$ cat config.mk
export PLATFORM = sky130hd
export DESIGN_NAME = mem_arbiter_flat
export DESIGN_NICKNAME = d
export VERILOG_FILES = /design/src/rtl/mem_arbiter_if.sv /design/src/rtl/mem_arbiter.sv /design/src/flat_wrapper.sv
export SDC_FILE = /design/constraint.sdc
export NUM_CORES = 1
export LEC_CHECK = 0
export BUFFER_PORTS_ARGS = -buffer_cell sky130_fd_sc_hd__buf_2
export CELL_PAD_IN_SITES_DETAIL_PLACEMENT = 1
export CELL_PAD_IN_SITES_GLOBAL_PLACEMENT = 1
export CORE_ASPECT_RATIO = 0.6
export CORE_MARGIN = 3
export CORE_UTILIZATION = 35
export DETAILED_ROUTE_END_ITERATION = 7
export GPL_TIMING_DRIVEN = 0
export PLACE_DENSITY_LB_ADDON = 0.1
export SLEW_MARGIN = 20
export SYNTH_ARGS = -nofsm -noshare
export SYNTH_HDL_FRONTEND = slang
export SYNTH_SLANG_ARGS = --single-unit
$ cat constraint.sdc
create_clock -name CLK -period 4.1 [get_ports CLK]
set_input_delay 1.23 -clock CLK [delete_from_list [all_inputs] [get_ports CLK]]
set_output_delay 1.23 -clock CLK [all_outputs]
set_load 0.005 [all_outputs]
$ cat src/rtl/mem_arbiter_if.sv
// mem_arbiter_if: bus between the mRisc fetch/data requesters, the memory
// and mem_arbiter. The arbiter uses the slave modport. The requesters and the
// memory together use the master modport.
interface mem_arbiter_if;
  logic        ReqI;
  logic [15:0] EndI;
  logic        AckI;
  logic [15:0] DadoI;
  logic        ReqD;
  logic        EscD;
  logic [15:0] EndD;
  logic [15:0] ValorEscD;
  logic        AckD;
  logic [15:0] DadoD;
  logic [15:0] EndMem;
  logic [15:0] ValorEscrito;
  logic        EscMem;
  logic [15:0] ValorLido;

  modport slave (
    input  ReqI, EndI, ReqD, EscD, EndD, ValorEscD, ValorLido,
    output AckI, DadoI, AckD, DadoD, EndMem, ValorEscrito, EscMem
  );

  modport master (
    output ReqI, EndI, ReqD, EscD, EndD, ValorEscD, ValorLido,
    input  AckI, DadoI, AckD, DadoD, EndMem, ValorEscrito, EscMem
  );
endinterface

$ cat src/rtl/mem_arbiter.sv
// mem_arbiter: shares the single-port memoria between the mRisc fetch and
// data stages. It grants one access at a time. Every access is 2 cycles
// (BUSY then RESP), and each access ends with a one-cycle Ack.
// Optional feature: define ARB_STARVE_GUARD_EN to force a fetch grant after
// MAX_D_STREAK consecutive data grants while ReqI is pending.
module mem_arbiter #(
  parameter int MAX_D_STREAK = 4,
  parameter int STREAK_W     = 3
) (
  input  logic          CLK,
  input  logic          RESET_N,
  mem_arbiter_if.slave  bus
);

  typedef enum logic [1:0] {IDLE, BUSY_I, BUSY_D, RESP} state_t;

  state_t state, state_nx;
  logic   arb;
  logic   grant_i;
  logic   grant_d;
  logic   done_i;
  logic   done_d;
  logic   force_i;

  // state register
  always_ff @(posedge CLK) begin
    if (!RESET_N) state <= IDLE;
    else          state <= state_nx;
  end

  // next-state: arbitrate in IDLE/RESP, otherwise finish the access
  always_comb begin
    state_nx = state;
    unique case (state)
      IDLE, RESP: begin
        if (grant_d)      state_nx = BUSY_D;
        else if (grant_i) state_nx = BUSY_I;
        else              state_nx = IDLE;
      end
      BUSY_I, BUSY_D: state_nx = RESP;
      default:        state_nx = IDLE;
    endcase
  end

  // output decode: grant and completion strobes for the datapath
  always_comb begin
    arb     = (state == IDLE) || (state == RESP);
    grant_d = arb && bus.ReqD && !force_i;
    grant_i = arb && bus.ReqI && (!bus.ReqD || force_i);
    done_i  = (state == BUSY_I);
    done_d  = (state == BUSY_D);
  end

  // registered memory-side and requester-side outputs
  always_ff @(posedge CLK) begin
    if (!RESET_N) begin
      bus.AckI         <= 1'b0;
      bus.AckD         <= 1'b0;
      bus.DadoI        <= '0;
      bus.DadoD        <= '0;
      bus.EndMem       <= '0;
      bus.ValorEscrito <= '0;
      bus.EscMem       <= 1'b0;
    end else begin
      bus.AckI <= done_i;
      bus.AckD <= done_d;
      if (grant_d) begin
        bus.EndMem       <= bus.EndD;
        bus.ValorEscrito <= bus.ValorEscD;
        bus.EscMem       <= bus.EscD;
      end else if (grant_i) begin
        bus.EndMem <= bus.EndI;
        bus.EscMem <= 1'b0;
      end else begin
        bus.EscMem <= 1'b0;
      end
      if (done_i) bus.DadoI <= bus.ValorLido;
      // During BUSY_D, EscMem still holds the latched write flag.
      if (done_d && !bus.EscMem) bus.DadoD <= bus.ValorLido;
    end
  end

`ifdef ARB_STARVE_GUARD_EN
  logic [STREAK_W-1:0] streak;

  // fetch wins once the data streak reaches the limit with ReqI pending
  always_comb begin
    force_i = bus.ReqI && (streak == STREAK_W'(MAX_D_STREAK));
  end

  // count consecutive data grants made while a fetch is waiting
  always_ff @(posedge CLK) begin
    if (!RESET_N) begin
      streak <= '0;
    end else if (arb) begin
      if (!bus.ReqI || grant_i)
        streak <= '0;
      else if (grant_d && (streak != STREAK_W'(MAX_D_STREAK)))
        streak <= streak + 1'b1;
    end
  end
`else
  logic [STREAK_W-1:0] unused_cfg;
  assign unused_cfg = STREAK_W'(MAX_D_STREAK);

  // strict data priority
  always_comb begin
    force_i = 1'b0;
  end
`endif

endmodule
$ cat src/flat_wrapper.sv
// flat-port wrapper written by rule: the top's interface ports become plain ports
module mem_arbiter_flat 
#(
  parameter int MAX_D_STREAK = 4,
  parameter int STREAK_W     = 3
)
  (CLK, RESET_N, bus_ReqI, bus_EndI, bus_ReqD, bus_EscD, bus_EndD, bus_ValorEscD, bus_ValorLido, bus_AckI, bus_DadoI, bus_AckD, bus_DadoD, bus_EndMem, bus_ValorEscrito, bus_EscMem);
  mem_arbiter_if bus_i ();
  input  logic CLK;
  input  logic RESET_N;
  input wire logic [$bits(bus_i.ReqI)-1:0] bus_ReqI;
  input wire logic [$bits(bus_i.EndI)-1:0] bus_EndI;
  input wire logic [$bits(bus_i.ReqD)-1:0] bus_ReqD;
  input wire logic [$bits(bus_i.EscD)-1:0] bus_EscD;
  input wire logic [$bits(bus_i.EndD)-1:0] bus_EndD;
  input wire logic [$bits(bus_i.ValorEscD)-1:0] bus_ValorEscD;
  input wire logic [$bits(bus_i.ValorLido)-1:0] bus_ValorLido;
  output wire logic [$bits(bus_i.AckI)-1:0] bus_AckI;
  output wire logic [$bits(bus_i.DadoI)-1:0] bus_DadoI;
  output wire logic [$bits(bus_i.AckD)-1:0] bus_AckD;
  output wire logic [$bits(bus_i.DadoD)-1:0] bus_DadoD;
  output wire logic [$bits(bus_i.EndMem)-1:0] bus_EndMem;
  output wire logic [$bits(bus_i.ValorEscrito)-1:0] bus_ValorEscrito;
  output wire logic [$bits(bus_i.EscMem)-1:0] bus_EscMem;
  assign bus_i.ReqI = bus_ReqI;
  assign bus_i.EndI = bus_EndI;
  assign bus_i.ReqD = bus_ReqD;
  assign bus_i.EscD = bus_EscD;
  assign bus_i.EndD = bus_EndD;
  assign bus_i.ValorEscD = bus_ValorEscD;
  assign bus_i.ValorLido = bus_ValorLido;
  assign bus_AckI = bus_i.AckI;
  assign bus_DadoI = bus_i.DadoI;
  assign bus_AckD = bus_i.AckD;
  assign bus_DadoD = bus_i.DadoD;
  assign bus_EndMem = bus_i.EndMem;
  assign bus_ValorEscrito = bus_i.ValorEscrito;
  assign bus_EscMem = bus_i.EscMem;
  mem_arbiter #(.MAX_D_STREAK(MAX_D_STREAK), .STREAK_W(STREAK_W)) u_core (.CLK(CLK), .RESET_N(RESET_N), .bus(bus_i));
endmodule
* Yosys cells after proc, flatten, opt, wreduce, memory -nomap -nowiden *
Index checks and enable logic that the tools add are counted.

cells by class
  eq/ne operators = 3
  reduce and logical (&&, ||, !) cells = 12
  mux-type cells = 5

operators by type and width
  cell                                           number
  2-to-1 mux 16 bit                              2
  == test 2 bit, second input constant           2
  logical AND 1 bit                              4
  one-hot mux 2 bit (2 select lines)             1
  OR reduction 2 bit                             2
  == test 2 x 1 -> 1 bit, second input constant  1
  zero test 1 bit                                2
  zero test 2 bit                                1
  2-to-1 mux 2 bit                               1
  AND reduction 2 bit                            1
  nonzero test 2 bit                             1
  logical OR 1 bit                               1
  2-to-1 mux 1 bit                               1

storage, ports and cells
  bits of input ports = 69
  output and inout bits = 67
  register bits after elaboration = 69

* Logic depth before layout (Yosys ltp) *
Gate-level depths: netlist of run 1.

  depth after elaboration = 7
  gate-level depth with buffers = 7
  mapped depth without buffers = 5

* Worst setup path after synthesis of run 1 *
Ideal clock, no wire load.

  path type = input -> register
  start point = input bus_ReqD
  end point = register u_core.bus.EndMem[0]
  setup slack = 2.095 ns
  data arrival time = 1.889 ns
  stages = 4
  cells stage by stage = buf_6 > o21a_4 > buf_6 > o211a_1

between the ends
  longest elaborated chain between the ends = 3
  elaborated cells on any way between the ends = 5
  classes of those cells = 1 x mux; 4 x reduce/logical

ends and longest elaborated chain
  item                          RTL line              source
  start: declaration            flat_wrapper.sv:13    input wire logic [$bits(bus_i.ReqD)-1:0] bus_ReqD;
  zero test 1 bit               mem_arbiter.sv:49     grant_i = arb && bus.ReqI && (!bus.ReqD || force_i);
  logical AND 1 bit             mem_arbiter.sv:49
  nonzero test 2 bit (no line)  -
  end signal: assignment        mem_arbiter.sv:68     bus.EndMem <= bus.EndD;
  end signal: assignment        mem_arbiter.sv:72     bus.EndMem <= bus.EndI;
  end: declaration              mem_arbiter_if.sv:22  output AckI, DadoI, AckD, DadoD, EndMem, ValorEscrito, EscMem

Several ways; a longest one is shown, not always the timed one.
A chain may end at the register's enable or synchronous reset.

* Worst setup path in the final report of run 1 *
  start point = register u_core.bus.ValorEscrito[2]
  end point = output bus_ValorEscrito[2]

RTL lines
  item                      RTL line              source
  start: declaration        mem_arbiter_if.sv:22
  start signal: assignment  mem_arbiter.sv:69     bus.ValorEscrito <= bus.ValorEscD;
  end: declaration          flat_wrapper.sv:23    output wire logic [$bits(bus_i.ValorEscrito)-1:0] bus_ValorEscrito;

No word-level cell between the ends.

==> reports/qor.yml, run 1 <==
met2_usage: 0.286
dieWidth_microns: 121
htreeDepth: 3
fin_nets: 498
viasPerCell: 4.52
grt_pass1_wl_microns: 12300
postRouteAntennaNets: 0
grt_pass1_vias: 2496
avgRoutedWirePerCell_microns: 14.5
path_class: "reg2out"
drtPass1Iterations: 4
end_kind: "output port"
overflow: 0
yosys.area.top_type: "dfxtp_1"
nFillCells: 934
worstMarginPinSlew_ns: 0.468
r2r_end: "u_core.bus.EscMem$_SDFF_PN0_"
syn2layout_area_growth_pct: 39.6
finClkSkew_ns: 0.00608
cts_hold_buf: 0
setup_violations: 0
post_cts_resize_count: 0
dp.cells: 520
numCtsBuffers: 9
grtUsageTotal: 0.181
max_stage_delay_ns: 0.35
synth_edf_count: 0
reg2reg_from: "u_core.state[0]$_SDFF_PN0_"
worstHoldPathCells: 2
diodes: 0
crit_required_ns: 2.87
fin_cells: 536
route.detailed.drc: 0
yosysSeqAreaShare: 0.499
rows: 24
place.gp.congestion: 0.714
synth_warnings: 0
max_cap_violations: 0
top_usage_layer: "met2"
start_util: 0.370
grt_max_degree: 12
port_buffers: 134
critPathTopFamily: "flip-flops"
globalRouteMet3Util: 0.0796
peakVddDrop_v: 0.000221
hold_path_class: "reg2reg"
maxSlewHeadroom: 0.688
cp_data_arrival_time_ns: 0.80
die-area_sq_mm: 0.00905
synthDominantCellAreaShare: 0.499
gr-usage-met1: 0.227
synth_commonest_cells: "nand2_1 (81), dfxtp_1 (69), mux2i_1 (32)"
r2r_setup_slack_ns: 2.62
synth_cell_types: 19
placed_area_sq_mm: 0.00357
cts_sinks: 69
die_h_microns: 74.9
cp_max_fo: 2
antenna_found_initial: 0
drive_gt1_frac: 0.382
timing.setup.tns_ns: 0
syn_nets: 353
cts_root_buf: "clkbuf_16"
min_from: "u_core.bus.ValorEscrito[7]$_SDFFE_PN0P_"
cp.depth: 1
maxSlewViolCount: 0
async_reset_ff_frac: 0
fmax_mhz: 493
core_sq_mm: 0.00748
fin_crit_sh: 0.495
path_buf_inv: 1
synthesis.area_sq_mm: 0.00277
num_vias: 2424
worstHoldEndpoint: "u_core.bus.ValorEscrito[7]$_SDFFE_PN0P_"
synthFlopType: "dfxtp_1"
hpwl_microns: 6000
hold_viol: 0
worst_path_max_delay_cell: "dfxtp_1"
io_pins: 136
cts_tree: "yes"
leakagePower_nw: 1.99
clk_pin_slew_ns: 0.05
grt_setup_unrepaired: "no"
insertion_delay_ns: 0.33
powerDensity_mw_per_mm2: 486
fin_crit_ns: 2.03
status: "finished clean"
drt-initial-drc-count: 76
reg2reg_depth: 6
cts_buffer_depth: 2
synth_area_per_cell_sq_um: 9.81
syn-instance-count: 282
drt-total-wl_microns: 7780
cp-start-kind: "flop"
design_area_sq_mm: 0.00386
post_cts_buffers: 0
yosysMostFrequentCell: "nand2_1"
netlist_top_cells_area: "dfxtp_1 (50%), mux2i_1 (12%), nand2_1 (11%)"
ys_ff_latch: 69
path_cells: "buf_2"
power by group:
group	internal, W	switching (W)
sequential	0.000742	0.0000338
combinational	0.000173	0.000174
clock	0.000485	0.000271
total	0.00140	0.000479
worst max-delay path by stage:
| stage | start | to |
|---|---|---|
| 6_report | u_core.bus.ValorEscrito[2]$_SDFFE_PN0P_ | bus_ValorEscrito[2] |
| 3_3_place_gp | bus_ReqD | u_core.bus.EndMem[13]$_SDFFE_PN0P_ |
| 3_5_place_dp | bus_ReqD | u_core.bus.EndMem[13]$_SDFFE_PN0P_ |
| 4_1_cts | u_core.bus.EscMem$_SDFF_PN0_ | bus_EscMem |
| 5_1_grt | u_core.bus.DadoI[11]$_SDFFE_PN0P_ | bus_DadoI[11] |
| 2_1_floorplan | bus_ReqD | u_core.bus.EndMem[0]$_SDFFE_PN0P_ |
metal layers:
layer	routed length, microns	vias to the layer above
li1	-	1224
met1	3650	1107
met2	3420	83
met3	629	10
met4	85	0
met5	0	-
area by class of cell:
cell class                 count  area (sq um)  area share
multi-input combinational    189          1220       0.317
tap                          104           130      0.0337
buffer                        21           151      0.0392
clock buffer                  12           246      0.0638
clock inverter                 4          47.5      0.0123
timing repair buffer         134           671       0.174
inverter                       3          11.3     0.00292
sequential                    69          1380       0.358
per-stage QoR:
step / hold WS (ns) / util / total power [W] / setup WS, ns
2_1_floorplan: 0.451 / - / 0.000986 / 2.10
3_3_place_gp: 0.438 / 0.477 / 0.00113 / 1.90
3_5_place_dp: 0.442 / 0.477 / 0.00114 / 1.88
4_1_cts: 0.449 / 0.517 / 0.00191 / 2.05
5_1_grt: 0.464 / 0.517 / 0.00199 / 2.01
6_report: 0.447 / 0.517 / 0.00188 / 2.07
cell families (layout without fill, tap and decap cells):
group	after synthesis	in the layout	share of synthesized area
and+or+nand+nor	104	104	0.162
DFF	69	69	0.499
AOI/OAI and AO/OA	51	51	0.156
muxes	32	32	0.116
buffers and inverters	24	174	0.0588
adders and majority gates	2	2	0.00904
state kept, by name (all words and copies together), names as in the netlist:
register	cells
u_core.bus.AckD	1
u_core.bus.DadoI	16
u_core.bus.ValorEscrito	16
u_core.state	2
u_core.bus.AckI	1
u_core.bus.EscMem	1
u_core.bus.EndMem	16
u_core.bus.DadoD	16
cells in the final DEF (no fill, tap or decap):
master      Yosys  layout
a21boi_0       18      18
a21boi_1       16      16
and2_1          3       3
and3_1          1       1
buf_2           2     136
buf_4           4       4
buf_6           7       7
bufinv_16       0       1
clkbuf_1        6       8
clkbuf_16       0       9
clkbuf_2        2       2
clkbuf_8        0       1
clkinv_2        0       2
clkinvlp_4      0       1
dfxtp_1        69      69
ha_1            2       2
inv_1           3       3
mux2i_1        32      32
nand2_1        81      81
nand2_2         1       1
nand2b_1        1       1
nor2b_1        17      17
o211a_1        16      16
o21a_4          1       1
(Power assumes the default switching activity.)
==> inputs of run 2 (changes only) <==
Settings changed: CORE_UTILIZATION 35 to 30.
Clock period 4.1 ns to 1.72 ns, I/O delays scaled along.
==> reports/qor.yml, run 2 (same netlist as run 1, synthesis figures left out) <==
avgRoutedWirePerCell_microns: 14.9
path_cells: "inv_1 > ha_1 > and2_1 > buf_4 > buf_6 > and3_1"
cts_root_buf: "clkbuf_16"
drtPass1Iterations: 4
postRouteAntennaNets: 0
drt-total-wl_microns: 8090
start_util: 0.316
cts_hold_buf: 0
maxSlewViolCount: 0
grt_pass1_wl_microns: 12600
max_cap_violations: 0
gr-usage-met1: 0.208
insertion_delay_ns: 0.33
drive_gt1_frac: 0.387
cp_max_fo: 10
drt-initial-drc-count: 66
fin_crit_sh: 0.883
timing.setup.tns_ns: 0
rows: 26
cp-start-kind: "flop"
cts_buffer_depth: 2
dieWidth_microns: 130
setup_violations: 0
globalRouteMet3Util: 0.0731
powerDensity_mw_per_mm2: 1260
crit_required_ns: 1.94
port_buffers: 134
grtUsageTotal: 0.159
worstHoldPathCells: 3
peakVddDrop_v: 0.000599
num_vias: 2425
nFillCells: 1055
overflow: 0
max_stage_delay_ns: 0.37
finClkSkew_ns: 0.00716
path_class: "reg2reg"
status: "finished clean"
grt_pass1_vias: 2470
final_core_util: 0.452
cp.depth: 6
worstMarginPinSlew_ns: 0.462
die_h_microns: 80.4
htreeDepth: 3
cp_data_arrival_time_ns: 1.74
route.detailed.drc: 0
maxSlewHeadroom: 0.692
cts_tree: "yes"
end_kind: "flop"
multi_input_area_sq_mm: 0.00122
hold_viol: 0
path_buf_inv: 3
fmax_mhz: 658
core_sq_mm: 0.00875
die-area_sq_mm: 0.0105
grt_setup_unrepaired: "no"
worst_path_max_delay_cell: "ha_1"
top_usage_layer: "met2"
hold_path_class: "in2reg"
antenna_found_initial: 0
diodes: 0
reg2reg_depth: 6
fin_crit_ns: 1.52
layout_common_cells: "buf_2 (136), nand2_1 (81), dfxtp_1 (69)"
leakagePower_nw: 2.03
critPathTopFamily: "adder cells"
post_cts_resize_count: 0
hpwl_microns: 6300
cts_sinks: 69
io_pins: 136
clk_pin_slew_ns: 0.05
viasPerCell: 4.46
grt_max_degree: 13
seqCellArea_sq_mm: 0.00138
final_common_cell: "buf_2"
hold_slack_ns: 0.417
syn2layout_area_growth_pct: 42.8
fin_nets: 498
met2_usage: 0.231
numCtsBuffers: 9
place.gp.congestion: 0.725
post_cts_buffers: 0
-- run 2: cell types whose count changed in the layout (fill, tap and decap cells not counted), sizes merged --
cell | before | now
bufinv | 1 | 4
clkbuf | 20 | 18
clkinvlp | 1 | 0
-- run 2: worst paths after layout --
check	start	to	slack [ns]
setup reg to reg	u_core.state[0]$_SDFF_PN0_	u_core.bus.EscMem$_SDFF_PN0_	0.20
setup / recovery	u_core.state[0]$_SDFF_PN0_	u_core.bus.EscMem$_SDFF_PN0_	0.20
hold / removal	bus_ValorEscD[10]	u_core.bus.ValorEscrito[10]$_SDFFE_PN0P_	0.42
hold reg to reg	u_core.bus.DadoD[5]$_SDFFE_PN0P_	u_core.bus.DadoD[5]$_SDFFE_PN0P_	0.45
-- run 2: cell type report --
cell class	instances	share of cell area
repair buffers	134	0.170
flip-flops and latches	69	0.350
well taps	112	0.0355
multi-input cells	189	0.310
clock buffers	10	0.0605
plain buffers	21	0.0383
clock inverters	6	0.0339
inverters	3	0.00285
-- run 2: routing by layer --
layer / wire length [microns] / vias to the layer above / share of wire
li1: - / 1226 / -
met1: 3960 / 1114 / 0.49
met2: 3410 / 77 / 0.42
met3: 639 / 8 / 0.079
met4: 75 / 0 / 0.0093
met5: 0 / - / 0
-- run 2: stage by stage --
step / setup WS, ns / area, sq um / power (W) / instances
CTS: 0.184 / 3950 / 0.00505 / 544
finish: 0.201 / 3950 / 0.00497 / 544
detailed placement: 0.189 / 3580 / 0.00273 / 528
global placement: 0.224 / 3580 / 0.00270 / 528
floorplan: 0.335 / 2770 / 0.00235 / 282
global route: 0.0981 / 3950 / 0.00522 / 544
-- run 2: worst min-delay path: stages --
cell	delay, ns
buf_2	0.10
nand2_1	0.04
a21boi_1	0.04
-- run 2: power breakdown --
group | switching, W | total, W | internal, W | leakage, nW
sequential | 0.0000796 | 0.00185 | 0.00177 | 0.567
clock | 0.000694 | 0.00230 | 0.00160 | 0.183
combinational | 0.000420 | 0.000832 | 0.000412 | 1.28
==> inputs of run 3 (changes only) <==
Settings changed: BUFFER_PORTS_ARGS -buffer_cell sky130_fd_sc_hd__buf_2 to -buffer_cell sky130_fd_sc_hd__clkbuf_2.
==> reports/qor.yml, run 3 (same netlist as run 1, synthesis figures left out) <==
totalPowerFinal_w: 0.00455
cts_tree: "yes"
peakVddDrop_v: 0.000416
io_pins: 136
viasPerCell: 4.42
hold_viol: 0
clk_pin_slew_ns: 0.06
avgRoutedWirePerCell_microns: 14.6
die_h_microns: 80.4
dp.cells: 528
grtUsageTotal: 0.158
path_class: "reg2reg"
overflow: 0
cp_data_arrival_time_ns: 1.70
syn2layout_area_growth_pct: 40.3
htreeDepth: 3
grt_pass1_wl_microns: 12500
post_cts_buffers: 0
cts_buffer_depth: 2
nFillCells: 1048
drt-total-wl_microns: 7930
seqCellArea_sq_mm: 0.00138
diodes: 0
cts_root_buf: "clkbuf_16"
worstMarginPinSlew_ns: 0.494
final_core_util: 0.444
numCtsBuffers: 9
route.detailed.drc: 0
max_cap_violations: 0
hold_path_class: "in2reg"
drt-initial-drc-count: 42
antenna_found_initial: 0
cp-start-kind: "flop"
postRouteAntennaNets: 0
leakagePower_nw: 1.97
fin_crit_sh: 0.858
cts_hold_buf: 0
fmax_mhz: 677
hpwl_microns: 6230
grt_setup_unrepaired: "no"
maxSlewViolCount: 0
num_vias: 2407
drive_gt1_frac: 0.382
maxSlewHeadroom: 0.670
dieWidth_microns: 130
fin_cells: 544
timing.setup.tns_ns: 0
hold_slack_ns: 0.406
finClkSkew_ns: 0.00564
crit_required_ns: 1.94
drtPass1Iterations: 4
post_cts_resize_count: 0
final_common_cell: "clkbuf_2"
multi_input_area_sq_mm: 0.00122
die-area_sq_mm: 0.0105
insertion_delay_ns: 0.33
layout_common_cells: "clkbuf_2 (136), nand2_1 (81), dfxtp_1 (69)"
status: "finished clean"
cts_sinks: 69
core_sq_mm: 0.00875
fin_crit_ns: 1.48
cp_max_fo: 10
fin_nets: 498
port_buffers: 134
rows: 26
grt_max_degree: 12
grt_pass1_vias: 2444
setup_violations: 0
end_kind: "flop"
place.gp.congestion: 0.718
start_util: 0.316
powerDensity_mw_per_mm2: 1170
==> run 3: per-layer routing <==
metal | share of wire | vias up | track usage
met5 | 0 | - | 0
met4 | 0.012 | 0 | 0.0560
met2 | 0.40 | 77 | 0.229
met1 | 0.50 | 1096 | 0.207
li1 | - | 1224 | -
met3 | 0.083 | 10 | 0.0698
==> run 3: worst paths after layout <==
path | startpoint | endpoint | slack (ns) | cells past startpoint
max reg2reg | u_core.state[0]$_SDFF_PN0_ | u_core.bus.EscMem$_SDFF_PN0_ | 0.24 | 6
min reg2reg | u_core.bus.DadoD[5]$_SDFFE_PN0P_ | u_core.bus.DadoD[5]$_SDFFE_PN0P_ | 0.46 | 2
max | u_core.state[0]$_SDFF_PN0_ | u_core.bus.EscMem$_SDFF_PN0_ | 0.24 | 6
min | bus_ValorEscD[14] | u_core.bus.ValorEscrito[14]$_SDFFE_PN0P_ | 0.41 | 3
==> run 3: power by group <==
| group | internal, W | switching (W) | leakage (nW) | total (W) |
|---|---|---|---|---|
| clock | 0.00120 | 0.000668 | 0.150 | 0.00187 |
| combinational | 0.000411 | 0.000415 | 1.25 | 0.000826 |
| sequential | 0.00177 | 0.0000862 | 0.567 | 0.00185 |
==> run 3: layout make-up <==
cell class / instances / area share
Multi-Input combinational cell: 189 / 0.315
Inverter: 3 / 0.00290
Buffer: 21 / 0.0390
Timing Repair Buffer: 134 / 0.173
Clock buffer: 13 / 0.0670
Clock inverter: 3 / 0.0113
Sequential cell: 69 / 0.356
Tap cell: 112 / 0.0361
==> run 3: metrics by stage <==
stage / area [sq um] / setup slack [ns]
6_report: 3880 / 0.244
5_1_grt: 3880 / 0.153
4_1_cts: 3880 / 0.224
3_5_place_dp: 3580 / 0.212
3_3_place_gp: 3580 / 0.226
2_1_floorplan: 2770 / 0.335
==> run 3: critical path, stage by stage, from the launching register on <==
cell,delay (ns)
dfxtp_1,0.33
inv_1,0.05
ha_1,0.36
and2_1,0.17
buf_4,0.16
buf_6,0.14
and3_1,0.17
